==> config.mk <==
export PLATFORM = sky130hd
export DESIGN_NAME = axis_fifo
export DESIGN_NICKNAME = d
export VERILOG_FILES = /design/src/rtl/axis_fifo_pkg.sv /design/src/rtl/axis_fifo_ram.sv /design/src/rtl/axis_fifo.sv
export SDC_FILE = /design/constraint.sdc
export NUM_CORES = 1
export LEC_CHECK = 0
export CORE_AREA = 2 2 243 245
export CTS_BUF_LIST = sky130_fd_sc_hd__clkbuf_8
export CTS_CLUSTER_DIAMETER = 150
export DETAILED_ROUTE_END_ITERATION = 8
export DIE_AREA = 0 0 245 247
export PLACE_DENSITY = 0.47
export SYNTH_ARGS = -nofsm -noshare
export SYNTH_HDL_FRONTEND = slang
export SYNTH_HIERARCHICAL = 1
export SYNTH_SLANG_ARGS = --single-unit
==> constraint.sdc <==
create_clock -name clk -period 6.3 [get_ports clk]
set_input_delay 1.575 -clock clk [delete_from_list [all_inputs] [get_ports clk]]
set_output_delay 1.575 -clock clk [all_outputs]
set_load 0.005 [all_outputs]
==> src/rtl/axis_fifo_pkg.sv <==
// Shared helpers for the AXI-Stream style FIFO: width calculation for
// pointers and the occupancy counter.
package axis_fifo_pkg;

  // Ceiling log2, never less than 1 so a width derived from it is always legal.
  function automatic int clog2(input int value);
    int result;
    int v;
    result = 0;
    v = value - 1;
    while (v > 0) begin
      result++;
      v = v >> 1;
    end
    if (result == 0) begin
      result = 1;
    end
    return result;
  endfunction

endpackage

==> src/rtl/axis_fifo_ram.sv <==
// Simple dual-port storage: one synchronous write port, one asynchronous read
// port. The asynchronous read lets the head word be visible on the cycle right
// after it is written, which first-word-fall-through needs.
module axis_fifo_ram
  import axis_fifo_pkg::*;
#(
  parameter int DATA_WIDTH = 32,
  parameter int DEPTH      = 16,
  parameter int ADDR_W     = clog2(DEPTH)
) (
  input  logic                  clk,
  input  logic                  wr_en,
  input  logic [ADDR_W-1:0]     wr_addr,
  input  logic [DATA_WIDTH-1:0] wr_data,
  input  logic [ADDR_W-1:0]     rd_addr,
  output logic [DATA_WIDTH-1:0] rd_data
);

  logic [DATA_WIDTH-1:0] mem [DEPTH];

  // Write port; contents are deliberately never reset.
  always_ff @(posedge clk) begin
    if (wr_en) begin
      mem[wr_addr] <= wr_data;
    end
  end

  assign rd_data = mem[rd_addr];

endmodule

==> src/rtl/axis_fifo.sv <==
// Ready/valid FIFO with first-word-fall-through output. Both handshake flags
// are registered and derived from the next occupancy, so neither input_ready
// nor output_valid has a combinational path from the opposite side.
module axis_fifo
  import axis_fifo_pkg::*;
#(
  parameter int DATA_WIDTH = 32,
  parameter int FIFO_DEPTH = 16
) (
  input  logic                  clk,
  input  logic                  rst,
  input  logic                  input_valid,
  output logic                  input_ready,
  input  logic [DATA_WIDTH-1:0] input_data,
  output logic                  output_valid,
  input  logic                  output_ready,
  output logic [DATA_WIDTH-1:0] output_data
);

  localparam int PTR_W = clog2(FIFO_DEPTH);
  localparam int CNT_W = clog2(FIFO_DEPTH + 1);
  localparam logic [PTR_W-1:0] LAST_PTR = PTR_W'(FIFO_DEPTH - 1);
  localparam logic [CNT_W-1:0] FULL_CNT = CNT_W'(FIFO_DEPTH);

  logic [PTR_W-1:0] wr_ptr_q, wr_ptr_d;
  logic [PTR_W-1:0] rd_ptr_q, rd_ptr_d;
  logic [CNT_W-1:0] count_q, count_d;
  logic             output_valid_q, output_valid_d;
  logic             input_ready_q, input_ready_d;
  logic             push, pop;

  // Pointers wrap at FIFO_DEPTH-1 so non-power-of-two depths work.
  function automatic logic [PTR_W-1:0] ptr_inc(input logic [PTR_W-1:0] p);
    return (p == LAST_PTR) ? '0 : p + PTR_W'(1);
  endfunction

  // Handshakes use only registered flags; nothing moves on a reset edge.
  assign push = input_valid & input_ready_q & ~rst;
  assign pop  = output_valid_q & output_ready & ~rst;

  // Next pointers, occupancy and the flags that follow from it.
  always_comb begin
    wr_ptr_d       = wr_ptr_q;
    rd_ptr_d       = rd_ptr_q;
    count_d        = count_q;
    output_valid_d = output_valid_q;
    input_ready_d  = input_ready_q;
    if (push) begin
      wr_ptr_d = ptr_inc(wr_ptr_q);
    end
    if (pop) begin
      rd_ptr_d = ptr_inc(rd_ptr_q);
    end
    case ({push, pop})
      2'b10:   count_d = count_q + CNT_W'(1);
      2'b01:   count_d = count_q - CNT_W'(1);
      default: count_d = count_q;
    endcase
    output_valid_d = (count_d != '0);
    input_ready_d  = (count_d < FULL_CNT);
  end

  // State register; reset holds input_ready low until the first free edge.
  always_ff @(posedge clk) begin
    if (rst) begin
      wr_ptr_q       <= '0;
      rd_ptr_q       <= '0;
      count_q        <= '0;
      output_valid_q <= 1'b0;
      input_ready_q  <= 1'b0;
    end else begin
      wr_ptr_q       <= wr_ptr_d;
      rd_ptr_q       <= rd_ptr_d;
      count_q        <= count_d;
      output_valid_q <= output_valid_d;
      input_ready_q  <= input_ready_d;
    end
  end

  axis_fifo_ram #(
    .DATA_WIDTH(DATA_WIDTH),
    .DEPTH     (FIFO_DEPTH),
    .ADDR_W    (PTR_W)
  ) u_ram (
    .clk    (clk),
    .wr_en  (push),
    .wr_addr(wr_ptr_q),
    .wr_data(input_data),
    .rd_addr(rd_ptr_q),
    .rd_data(output_data)
  );

  assign input_ready  = input_ready_q;
  assign output_valid = output_valid_q;

endmodule

# Word-level counts from Yosys, hierarchy flattened
# Memory sizes are Yosys's and may differ from the RTL's. A register that Yosys moved wholly into a read port is not among the register bits.
# Index checks and enable logic that the tools add are counted.
[classes]
eq_ne = 4
addsub = 4
bitwise_logic = 5
div = 0
n_reduce_logical = 1
muxes = 7
n_lt_le_gt_ge = 1
mul = 0
shift = 0
[ops]
columns = ["cell", "count"]
rows = [
  ["$mux 4", 4],
  ["$pmux 5 s2", 1],
  ["$add 4x1->4 const B", 2],
  ["$eq 4x4->1 const B", 2],
  ["$add 5x1->5 const B", 1],
  ["$lt 5x5->1 const B", 1],
  ["$reduce_bool 5->1", 1],
  ["$sub 5x1->5 const B", 1],
  ["$and 1x1->1", 4],
  ["$eq 2x1->1 const B", 1],
  ["$eq 2x2->1 const B", 1],
  ["$mux 1", 2],
  ["$not 1->1", 1],
]
[word_totals]
latch_bits = 0
mem_count = 1
in_bits = 36
mem_bits_rw = 512
word_cells = 28
mem_bits_ro = 0
regBits = 15
out_inout_bits = 34
[mem_list]
columns = ["name", "words", "width", "read_ports", "rd_clocked_by_memory_dff", "wr", "line_no", "source"]
rows = [
  ["u_ram.mem", 16, 32, 1, 1, 1, "axis_fifo_ram.sv:19", "logic [DATA_WIDTH-1:0] mem [DEPTH];"],
]

# Longest topological paths before layout
# Gate-level depths: netlist of the first run.
[depth]
depth_word = 5
depth_mapped = 11
ltp_nobuf = 10

# By module
# Netlist of the first run, hierarchy kept.
[by_module_without_submodules]
columns = ["mod", "cells_per_inst", "seq_area_each_um2", "n_inst", "area_per_inst_um2"]
rows = [
  ["axis_fifo_ram", 806, 15374.7, 1, 19213.4],
  ["axis_fifo", 95, 300.3, 1, 809.5],
]

# Worst setup path before layout of the first run
# No wires, ideal clock.
[synth_timing]
path_type = "input to register"
from = "in rst"
to = "mem u_ram.mem[0][0] (enable)"
required_ns = 5.839
path_buffers = 1
setup_time_ns = 0.461
path_slack_ns = 1.059
arrival_time_ns = 4.780
stages = 5
path_cell_list = "buf_6 -> or2_2 -> inv_1 -> or3b_2 -> nor3_1"
[synth_via]
elab_chain_len = 4
[synth_lines]
columns = ["item", "line_no", "source"]
rows = [
  ["start: declaration", "axis_fifo.sv:11", "input logic rst,"],
  ["$not 1->1", "axis_fifo.sv:38", "assign push = input_valid & input_ready_q & ~rst;"],
  ["$and 1x1->1", "axis_fifo.sv:38", ""],
  ["named net push", "axis_fifo.sv:30", "logic push, pop;"],
  ["$mux 1", "axis_fifo_ram.sv:23", "if (wr_en) begin"],
  ["$mux 1 (implied by the code)", "axis_fifo_ram.sv:24", "mem[wr_addr] <= wr_data;"],
  ["end: declaration", "axis_fifo_ram.sv:19", ""],
]
# The timed path passes the listed nets, and every way through them passes these cells.

==> summary.md, run 1 <==
| Metric | Value |
|---|---|
| Initial antenna violation count | 1 |
| Clock buffer count from CTS | 88 |
| Root Driver | clkbuf_8 |
| Drt pass-1 iters | 5 |
| Power, Total | 6.88 mW |
| Final Hold Vio Count | 0 |
| Normalized max-slew margin | 15.4% |
| Row count | 89 |
| LEAKAGE | 7.16 nW |
| Reg-to-Reg End | u_ram/mem[3][3]$_DFFE_PP_ |
| Setup violations, final | 0 |
| Synth warn | 6 |
| CTS Buffer Depth | 3 |
| CP Max Fanout | 44 |
| Critical path type | flop to output pin |
| CP Launch Type | flop |
| Multi-input gate area | 4230 um2 |
| First-pass GRT wire length | 66.6 mm |
| P per Cell Area | 294 nW/um2 |
| Peak supply drop | 0.128 mV |
| GRT Total Usage | 15.3% |
| R2R depth | 5 |
| Final HPWL DP | 26.4 mm |
| Worst-path clk slew | 0.06 ns |
| Starting Density | 34.4% |
| Vias per cell | 5.06 |
| Layout overhead on the synthesized area | 16.9% |
| Period Utilization, post-route | 81.3% |
| Worst endpoint data arrival time | 3.55 ns |
| Layout fillers | 5,133 |
| Final Max Tran Viols | 0 |
| Largest net degree at the start of global routing | 45 |
| Share of layout cells above drive strength 1 | 26.1% |
| Commonest non-fill, non-tap cell in the layout | edfxtp_1 |
| Mapped Area | 20,000 um2 |
| Hold_sp | count_q[4]$_SDFF_PP0_ |
| RSZ-0062 raised after global routing | no |
| Worst-Margin Slew | 1.27 ns |
| Hold depth | 2 |
| Buffer count from post-CTS setup fixing | 0 |
| WHS Endpoint | count_q[4]$_SDFF_PP0_ |
| Syn nets | 941 |
| Post_cts resized | 0 |
| Gpl congestion | 0.727 |
| Final TNS setup | 0 ns |
| Reg-to-reg slack, setup | 3.32 ns |
| Drt drc | 0 |
| CTS tree | yes |
| Most frequent cells in the layout | edfxtp_1 (512), mux4_2 (128), clkbuf_8 (95) |
| Hold_ws | 0.529 ns |
| Mean post-synth cell area | 22.2 um2 |
| Max frequency | 195 MHz |
| Routed Antenna Nets | 0 |
| Post-Place Cells | 1,717 |
| Tmin final | 5.12 ns |
| Post-Route WL | 45.6 mm |
| Nets@finish | 1,074 |
| Hold-fix buffers, CTS | 0 |
| Register area | 15,700 um2 |
| #FFs+latches synth | 527 |
| RR Startpoint | input_ready$_SDFF_PP0_ |
| Cells after Synth | 901 |
| Post-route insts no fill | 1,877 |
| Vias | 9,500 |
| Core area | 58,200 um2 |
| Seq/Total Area, Yosys | 78.3% |
| Post-synth EDFFs | 512 |
| CP Data Required Time | 4.72 ns |
| Input/output buffers | 69 |
| Die Ht | 247 um |
| Final std cell area, no fill | 23,400 um2 |
| Primary FF master, synth | edfxtp_1 |
| Post-DP Area | 21,800 um2 |
| Die area | 60,500 um2 |
| Hold WC Path Type | flop to flop |
| Congestion Overflow GR | 0 |
| Die width | 245 um |
| Distinct cell type count after synthesis | 38 |
| Avg WL per Cell | 24.3 um |
| Later-pin clock latency in the skew report | 0.64 ns |
| Synth async-reset ratio | 0% |
| Sink Count | 527 |
| Ant. Diodes | 0 |
| Max cap viols | 0 |
| Drt first-iter violations | 931 |
| Outcome | complete, no violations |
| Vias in the first global route | 9,852 |
| Ports | 70 |
| CTS H-tree lvls | 3 |
| Worst clock skew | 0.0214 ns |
| Crit end category | output pin |
sequential cells by signal (all words and copies together) (netlist names):
signal        flops
wr_ptr_q          4
rd_ptr_q          4
count_q           5
u_ram/mem       512
input_ready       1
output_valid      1
through the flow:
step	setup WS (ns)	util [%]
2_1_floorplan	1.06	-
3_5_place_dp	1.37	37.4
4_1_cts	1.04	40.2
6_report	1.18	40.2
3_3_place_gp	1.45	37.4
5_1_grt	0.955	40.2
synth_stat cells, types with 5 or more instances:
master    count  area [um2]
a21oi_1      13        65.1
clkbuf_1     19        71.3
buf_4        11        82.6
nand2_1      41         154
nor2_1       23        86.3
edfxtp_1    512       15400
mux4_2      128        2880
a22oi_1      64         480
buf_1         9        33.8
nand3_1       6        30.0
dfxtp_1      15         300
buf_2         5        25.0
o21ai_0       5        25.0
kinds of logic (layout without fill, tap and decap cells):
group                      Yosys count  count (layout)  synth area share, %
AOI/OAI and AO/OA                   90              90                 3.17
xor gates and xnor gates             7               7                0.306
muxes                              129             129                 14.4
and+or+nand+nor                     95              95                 2.27
DFF                                527             527                 78.3
buffers and inverters               49             252                 1.27
adders and majority gates            4               4                0.250
area by class of cell:
cell class | count | share of cell area [%]
Clock inverter | 65 | 1.39
Inverter | 2 | 0.0374
Sequential cell | 527 | 67.0
Clock buffer | 95 | 5.58
Timing Repair Buffer | 90 | 3.84
Tap cell | 773 | 4.13
Multi-Input combinational cell | 325 | 18.0
per-layer routing:
metal,vias up,track usage (%),wire length (um)
met1,5102,22.6,22100
met3,65,2.87,2070
li1,4101,-,-
met4,0,5.08,791
met2,232,22.8,20700
met5,-,0,0
worst max-delay path, cell delays in order (launching register included):
cell and delay [ns]:
dfxtp_4 0.76, buf_12 0.42, mux4_2 0.55, a22oi_1 0.45
nand2_1 0.19, clkdlybuf4s50_1 0.50
worst max-delay path by stage:
stage | start | endpoint | slack, ns
global route | rd_ptr_q[0]$_SDFFE_PP0P_ | output_data[2] | 0.96
global placement | rst | u_ram/mem[3][3]$_DFFE_PP_ | 1.45
detailed placement | rst | u_ram/mem[1][5]$_DFFE_PP_ | 1.37
finish | rd_ptr_q[0]$_SDFFE_PP0P_ | output_data[2] | 1.18
CTS | rd_ptr_q[0]$_SDFFE_PP0P_ | output_data[2] | 1.04
floorplan | rst | u_ram/mem[0][0]$_DFFE_PP_ | 1.06
where the power goes:
part / internal (mW) / switching (mW)
combinational: 0.0957 / 0.120
sequential: 3.86 / 0.0132
clock: 1.47 / 1.32
No activity file was read; power rests on OpenSTA's default activity.
==> inputs of run 2 (changes only) <==
==> constraint.sdc (replaced) <==
create_clock -name clk -period 5 [get_ports clk]
set_input_delay 1.25 -clock clk [delete_from_list [all_inputs] [get_ports clk]]
set_output_delay 1.25 -clock clk [all_outputs]
set_load 0.005 [all_outputs]
==> run 2 against run 1 <==
Compared with the run above:
- first-iteration DRC count fell by 44%
- cell count rose by 0.69%
- wire length fell by 4.0%
- clock skew fell by 0.0050 ns
- power rose by 25%
- clock-buffer cell count fell by 2
- clock power rose by 23%
- critical path depth did not move
- critical endpoint is now output_data[5]
- highest routed layer unchanged
==> summary.md, run 2 (synthesis results as in run 1) <==
| Metric | Value |
|---|---|
| Register area | 15,700 um2 (unchanged) |
| Layout fillers | 5,140 (+0.14%) |
| Largest net degree at the start of global routing | 41 (-8.9%) |
| Outcome | complete, no violations |
| Routed Antenna Nets | 0 (unchanged) |
| Reg-to-Reg End | u_ram/mem[0][14]$_DFFE_PP_ |
| Root Driver | clkbuf_8 |
| Die width | 245 um (unchanged) |
| Flip-flop count of the largest register after layout | 512 (unchanged) |
| Crit end category | output pin |
| Layout overhead on the synthesized area | 17.7% |
| Final Hold Vio Count | 0 (unchanged) |
| Reg-to-reg slack, setup | 2.41 ns (-0.91 ns) |
| Most frequent cells in the layout | edfxtp_1 (512), mux4_2 (128), clkbuf_8 (93) |
| Sink Count | 527 (unchanged) |
| Final TNS setup | 0 ns (unchanged) |
| Final HPWL DP | 24.6 mm (-6.8%) |
| Multi-input gate area | 4230 um2 (unchanged) |
| Starting Density | 34.4% (unchanged) |
| CP Launch Type | flop |
| Post_cts resized | 0 (unchanged) |
| Post-Route WL | 43.8 mm (-4.0%) |
| CTS H-tree lvls | 3 (unchanged) |
| Post-Place Cells | 1,733 (+0.93%) |
| Post-place setup slack | 0.974 ns (-0.399 ns) |
| Later-pin clock latency in the skew report | 0.65 ns (about the same) |
| LEAKAGE | 7.24 nW (+1.2%) |
| Peak supply drop | 0.205 mV (+61%) |
| Worst clock skew | 0.0164 ns (-0.00503 ns) |
| Setup ws final | 0.683 ns (-0.495 ns) |
| Drt drc | 0 (unchanged) |
| Util after Layout | 40.5% (+0.27 points) |
| Period Utilization, post-route | 86.3% |
| Core area | 58,200 um2 (unchanged) |
| Max frequency | 232 MHz |
| Final Max Tran Viols | 0 (unchanged) |
| Met1 wire length | 20.5 mm (-7.0%) |
| CP Max Fanout | 40 (-9.1%) |
| Commonest non-fill, non-tap cell in the layout | edfxtp_1 |
| Hold depth | 2 (unchanged) |
| Clock buffer count from CTS | 91 (+3.4%) |
| Hold-fix buffers, CTS | 0 (unchanged) |
| Die area | 60,500 um2 (unchanged) |
| Worst-path clk slew | 0.06 ns (about the same) |
| Reg with most FFs | u_ram/mem |
| Met3 wire len | 1.59 mm (-23%) |
| Drt first-iter violations | 518 (-44%) |
| Nets@finish | 1,093 (+1.8%) |
| Vias per cell | 5.00 (-1.2%) |
| Post-route insts no fill | 1,890 (+0.69%) |
| CP max stage cell | dfxtp_4 |
| Max cap viols | 0 (unchanged) |
| R2R depth | 6 (+1) |
| Hold WC Path Type | flop to flop |
| CP Data Required Time | 3.75 ns (-0.97 ns) |
| Worst-Margin Slew | 0.996 ns (-0.269 ns) |
| Worst endpoint data arrival time | 3.07 ns (-0.48 ns) |
| Met2 WL | 20.9 mm (+0.92%) |
| RSZ-0062 raised after global routing | no |
| Ant. Diodes | 0 (unchanged) |
| P per Cell Area | 364 nW/um2 (+24%) |
| Congestion Overflow GR | 0 (unchanged) |
| RR Startpoint | input_ready$_SDFF_PP0_ |
| Largest registers | u_ram/mem (512), count_q (5) |
| Drt pass-1 iters | 4 (-1) |
| CTS Buffer Depth | 3 (unchanged) |
| Buffer count from post-CTS setup fixing | 0 (unchanged) |
| First-pass GRT wire length | 66.1 mm (-0.81%) |
| Initial antenna violation count | 0 (-1) |
| Ports | 70 (unchanged) |
| Avg WL per Cell | 23.2 um (-4.7%) |
| Highest Signal Layer | met4 |
| Normalized max-slew margin | 33.6% (+18 points) |
| Input/output buffers | 69 (unchanged) |
| CP peak stage delay | 0.58 ns (-0.18 ns) |
| Critical path type | flop to output pin |
| CP Cell Sequence | buf_12 -> mux4_2 -> a22oi_1 -> nand2_1 -> clkdlybuf4s50_1 |
| Vias in the first global route | 10,200 (+3.8%) |
| Row count | 89 (unchanged) |
| Share of layout cells above drive strength 1 | 26.1% (+0.054 points) |
| Vias | 9,453 (-0.49%) |
| GRT Total Usage | 14.9% (-0.36 points) |
| Hold_sp | count_q[4]$_SDFF_PP0_ |
| Tmin final | 4.32 ns |
| WHS Endpoint | count_q[4]$_SDFF_PP0_ |
| Gpl congestion | 0.694 (-4.6%) |
| Setup violations, final | 0 (unchanged) |
| Die Ht | 247 um (unchanged) |
| CTS tree | yes |
run 2: metal layers:
layer	up-vias	global-route usage [%]
li1	4131	-
met1	5078	20.9
met2	186	23.4
met3	58	2.64
met4	0	5.38
met5	-	0
run 2: how the worst max path moves through the flow:
stage,end,from,slack [ns]
after floorplan,u_ram/mem[0][0]$_DFFE_PP_,rst,0.08
after global placement,u_ram/mem[0][14]$_DFFE_PP_,input_valid,0.99
after detailed placement,u_ram/mem[0][16]$_DFFE_PP_,input_valid,0.97
after CTS,output_data[4],rd_ptr_q[0]$_SDFFE_PP0P_,0.55
after global routing,output_data[8],rd_ptr_q[0]$_SDFFE_PP0P_,0.48
final,output_data[5],rd_ptr_q[0]$_SDFFE_PP0P_,0.68
run 2: area by class of cell:
type,count,area share (%)
Clock inverter,64,1.28
Tap cell,773,4.10
Inverter,2,0.0372
Multi-Input combinational cell,325,17.9
Sequential cell,527,66.5
Timing Repair Buffer,106,4.69
Clock buffer,93,5.43
run 2: critical path: cells and delay by family, from the launching register on:
family | cells | cell delay, ns
buffers and inverters | 2 | 0.81
flip-flops | 1 | 0.58
AND/OR/NAND/NOR | 1 | 0.09
multiplexers | 1 | 0.54
AO/OA/AOI/OAI | 1 | 0.33
run 2: through the flow:
step	instance area, um2	hold slack, ns	total power [mW]
after floorplan	20000	0.486	5.08
after global placement	22000	0.537	5.23
after detailed placement	22000	0.533	5.23
after CTS	23600	0.548	8.71
after global routing	23600	0.589	8.94
final	23600	0.541	8.58
run 2: where the power goes:
part / switching [mW] / internal, mW
sequential: 0.0137 / 4.86
combinational: 0.136 / 0.123
clock: 1.63 / 1.81
==> inputs of run 3 (changes only) <==
--- a/config.mk
+++ b/config.mk
@@ -10,7 +10,7 @@
 export CTS_CLUSTER_DIAMETER = 150
 export DETAILED_ROUTE_END_ITERATION = 8
 export DIE_AREA = 0 0 245 247
-export PLACE_DENSITY = 0.47
+export PLACE_DENSITY = 0.49
 export SYNTH_ARGS = -nofsm -noshare
 export SYNTH_HDL_FRONTEND = slang
 export SYNTH_HIERARCHICAL = 1
==> constraint.sdc (replaced) <==
create_clock -name clk -period 3.53 [get_ports clk]
set_input_delay 0.8825 -clock clk [delete_from_list [all_inputs] [get_ports clk]]
set_output_delay 0.8825 -clock clk [all_outputs]
set_load 0.005 [all_outputs]
==> run 3 against run 2 <==
Compared with the run above:
- clock skew is 0.0023 ns higher
- flip-flop and latch count stayed put
- sequential share of layout area is 3.4 points lower
- combinational power is 77% higher
- wire length is 3.7% higher
- non-clock buffer count is 59 higher
- sequential power is 41% higher
- die area stayed put
- highest routed layer is now met5
- via count is 2.7% higher
- power is 45% higher
- design area is 5.4% higher
==> summary.md, run 3 (synthesis results as in run 1) <==
| Metric | Value |
|---|---|
| Outcome | complete, no violations |
| Worst clock skew | 0.0187 ns (+0.00229 ns) |
| Input/output buffers | 69 (unchanged) |
| Layout fillers | 5,016 (-2.4%) |
| Vias | 9,704 (+2.7%) |
| Die area | 60,500 um2 (unchanged) |
| Largest registers | u_ram/mem (512), count_q (5) |
| P_int | 9.84 mW (+45%) |
| Ant. Diodes | 0 (unchanged) |
| Post-place setup slack | 0.130 ns (-0.845 ns) |
| Sink Count | 527 (unchanged) |
| Row count | 89 (unchanged) |
| Peak supply drop | 0.232 mV (+13%) |
| Nets@finish | 1,152 (+5.4%) |
| Final Hold Vio Count | 0 (unchanged) |
| Ports | 70 (unchanged) |
| Period Utilization, post-route | 97.0% |
| Layout overhead on the synthesized area | 24.1% |
| Later-pin clock latency in the skew report | 0.65 ns (about the same) |
| Worst endpoint data arrival time | 2.54 ns (-0.53 ns) |
| Power, Total | 12.5 mW (+45%) |
| Max cap viols | 0 (unchanged) |
| CTS H-tree lvls | 3 (unchanged) |
| Final HPWL DP | 24.2 mm (-1.6%) |
| Setup violations, final | 0 (unchanged) |
| Reg with most FFs | u_ram/mem |
| Hold WC Path Type | flop to flop |
| CTS tree | yes |
| Vias in the first global route | 10,500 (+2.7%) |
| Final TNS setup | 0 ns (unchanged) |
| Hold-fix buffers, CTS | 0 (unchanged) |
| Combinational power share | 3.7% (+0.7 points) |
| Net load switching power | 2.63 mW (+47%) |
| Drt first-iter violations | 630 (+22%) |
| CP Data Required Time | 2.65 ns (-1.10 ns) |
| First-pass GRT wire length | 68.1 mm (+3.0%) |
| Crit end category | output pin |
| Core area | 58,200 um2 (unchanged) |
| Max frequency | 292 MHz |
| Critical path type | flop to output pin |
| Avg WL per Cell | 23.4 um (+0.86%) |
| LEAKAGE | 7.74 nW (+6.8%) |
| Vias per cell | 4.99 (-0.14%) |
| Tmin final | 3.42 ns |
| Starting Density | 34.4% (unchanged) |
| CP Launch Type | flop |
| Flip-flop count of the largest register after layout | 512 (unchanged) |
| Sequential share of power | 55.3% (-1.6 points) |
| Clock share of power | 41.0% (+0.9 points) |
| P per Cell Area | 502 nW/um2 (+38%) |
| Commonest non-fill, non-tap cell in the layout | edfxtp_1 |
| RSZ-0062 raised after global routing | yes |
| Worst-path clk slew | 0.06 ns (about the same) |
| Gpl congestion | 0.702 (+1.3%) |
| Reg-to-reg slack, setup | 1.14 ns (-1.27 ns) |
| Drt drc | 0 (unchanged) |
| Post-Route WL | 45.4 mm (+3.7%) |
| Root Driver | clkbuf_8 |
| Die width | 245 um (unchanged) |
| Routed Antenna Nets | 0 (unchanged) |
| Most frequent cells in the layout | edfxtp_1 (512), mux4_2 (128), clkbuf_8 (93) |
| Final Max Tran Viols | 0 (unchanged) |
| CP Max Fanout | 8 (-80%) |
| Setup ws final | 0.106 ns (-0.578 ns) |
| CTS Buffer Depth | 3 (unchanged) |
| Largest net degree at the start of global routing | 44 (+7.3%) |
| Die Ht | 247 um (unchanged) |
| Clock buffer count from CTS | 91 (unchanged) |
| Initial antenna violation count | 2 (+2) |
| Worst-Margin Slew | 0.676 ns (-0.320 ns) |
| Drt pass-1 iters | 4 (unchanged) |
| Share of layout cells above drive strength 1 | 37.4% (+11 points) |
| Switching Share | 21.1% (+0.28 points) |
| Normalized max-slew margin | 54.8% (+21 points) |
| GRT Total Usage | 15.4% (+0.48 points) |
| Congestion Overflow GR | 0 (unchanged) |
==> run 3: cell types whose count changed in the layout (fill, tap and decap cells not counted), sizes merged, moves of 4 or more <==
cell	previous run	this run
clkdlybuf4s15	0	4
inv	32	20
clkinv	30	34
buf	37	105
clkbuf	93	102
dlygate4sd2	0	8
clkdlybuf4s50	69	37
==> run 3: repair_timing <==
item,in CTS,in global routing
pin swaps,44,16
gates cloned,10,0
buffers inserted,30,16
resized for setup,136,38
setup endpoints to repair,32,27
endpoints found under the hold margin,0,0
==> run 3: layer usage <==
metal	global-route usage, %	vias to the layer above	wire [um]
met3	4.06	67	3200
met4	4.70	4	782
met2	23.7	235	21000
met1	21.4	5145	20400
li1	-	4253	-
met5	0	-	30
==> run 3: final cells by class <==
| type | instances | area, um2 | share of cell area [%] |
|---|---|---|---|
| flip-flops and latches | 527 | 15700 | 63.1 |
| multi-input cells | 325 | 4520 | 18.2 |
| repair buffers | 165 | 2030 | 8.18 |
| clock buffers | 93 | 1280 | 5.15 |
| well taps | 773 | 967 | 3.89 |
| clock inverters | 58 | 363 | 1.46 |
| inverters | 2 | 8.76 | 0.0352 |
==> run 3: worst max-delay path: stages (launching register included) <==
cell           delay (ns)
dfxtp_4              0.41
buf_12               0.15
buf_4                0.13
buf_16               0.13
mux4_2               0.52
a22oi_2              0.19
nand2_1              0.08
dlygate4sd2_1        0.27
==> run 3: final timing paths <==
path	startpoint	to	depth (start not counted)
worst max register to register	input_ready$_SDFF_PP0_	u_ram/mem[0][22]$_DFFE_PP_	6
worst max-delay path	rd_ptr_q[0]$_SDFFE_PP0P_	output_data[17]	7
worst min-delay path	count_q[4]$_SDFF_PP0_	count_q[4]$_SDFF_PP0_	2
worst min register to register	count_q[4]$_SDFF_PP0_	count_q[4]$_SDFF_PP0_	2
==> run 3: metrics by stage <==
| step | cell area (um2) | util [%] | hold slack (ns) | instances |
|---|---|---|---|---|
| 6_report | 24800 | 42.7 | 0.542 | 1943 |
| 3_5_place_dp | 22300 | 38.2 | 0.535 | 1741 |
| 3_3_place_gp | 22300 | 38.2 | 0.531 | 1741 |
| 4_1_cts | 24700 | 42.4 | 0.550 | 1931 |
| 2_1_floorplan | 20000 | - | 0.486 | 901 |
| 5_1_grt | 24800 | 42.7 | 0.592 | 1943 |
==> run 3: power groups by stage <==
stage | Clock, mW | Sequential (mW) | Combinational, mW
5_1_grt | 5.56 | 6.90 | 0.499
2_1_floorplan | 0 | 7.03 | 0.176
3_3_place_gp | 0 | 7.03 | 0.385
4_1_cts | 5.30 | 6.90 | 0.462
3_5_place_dp | 0 | 7.03 | 0.391
6_report | 5.11 | 6.90 | 0.458
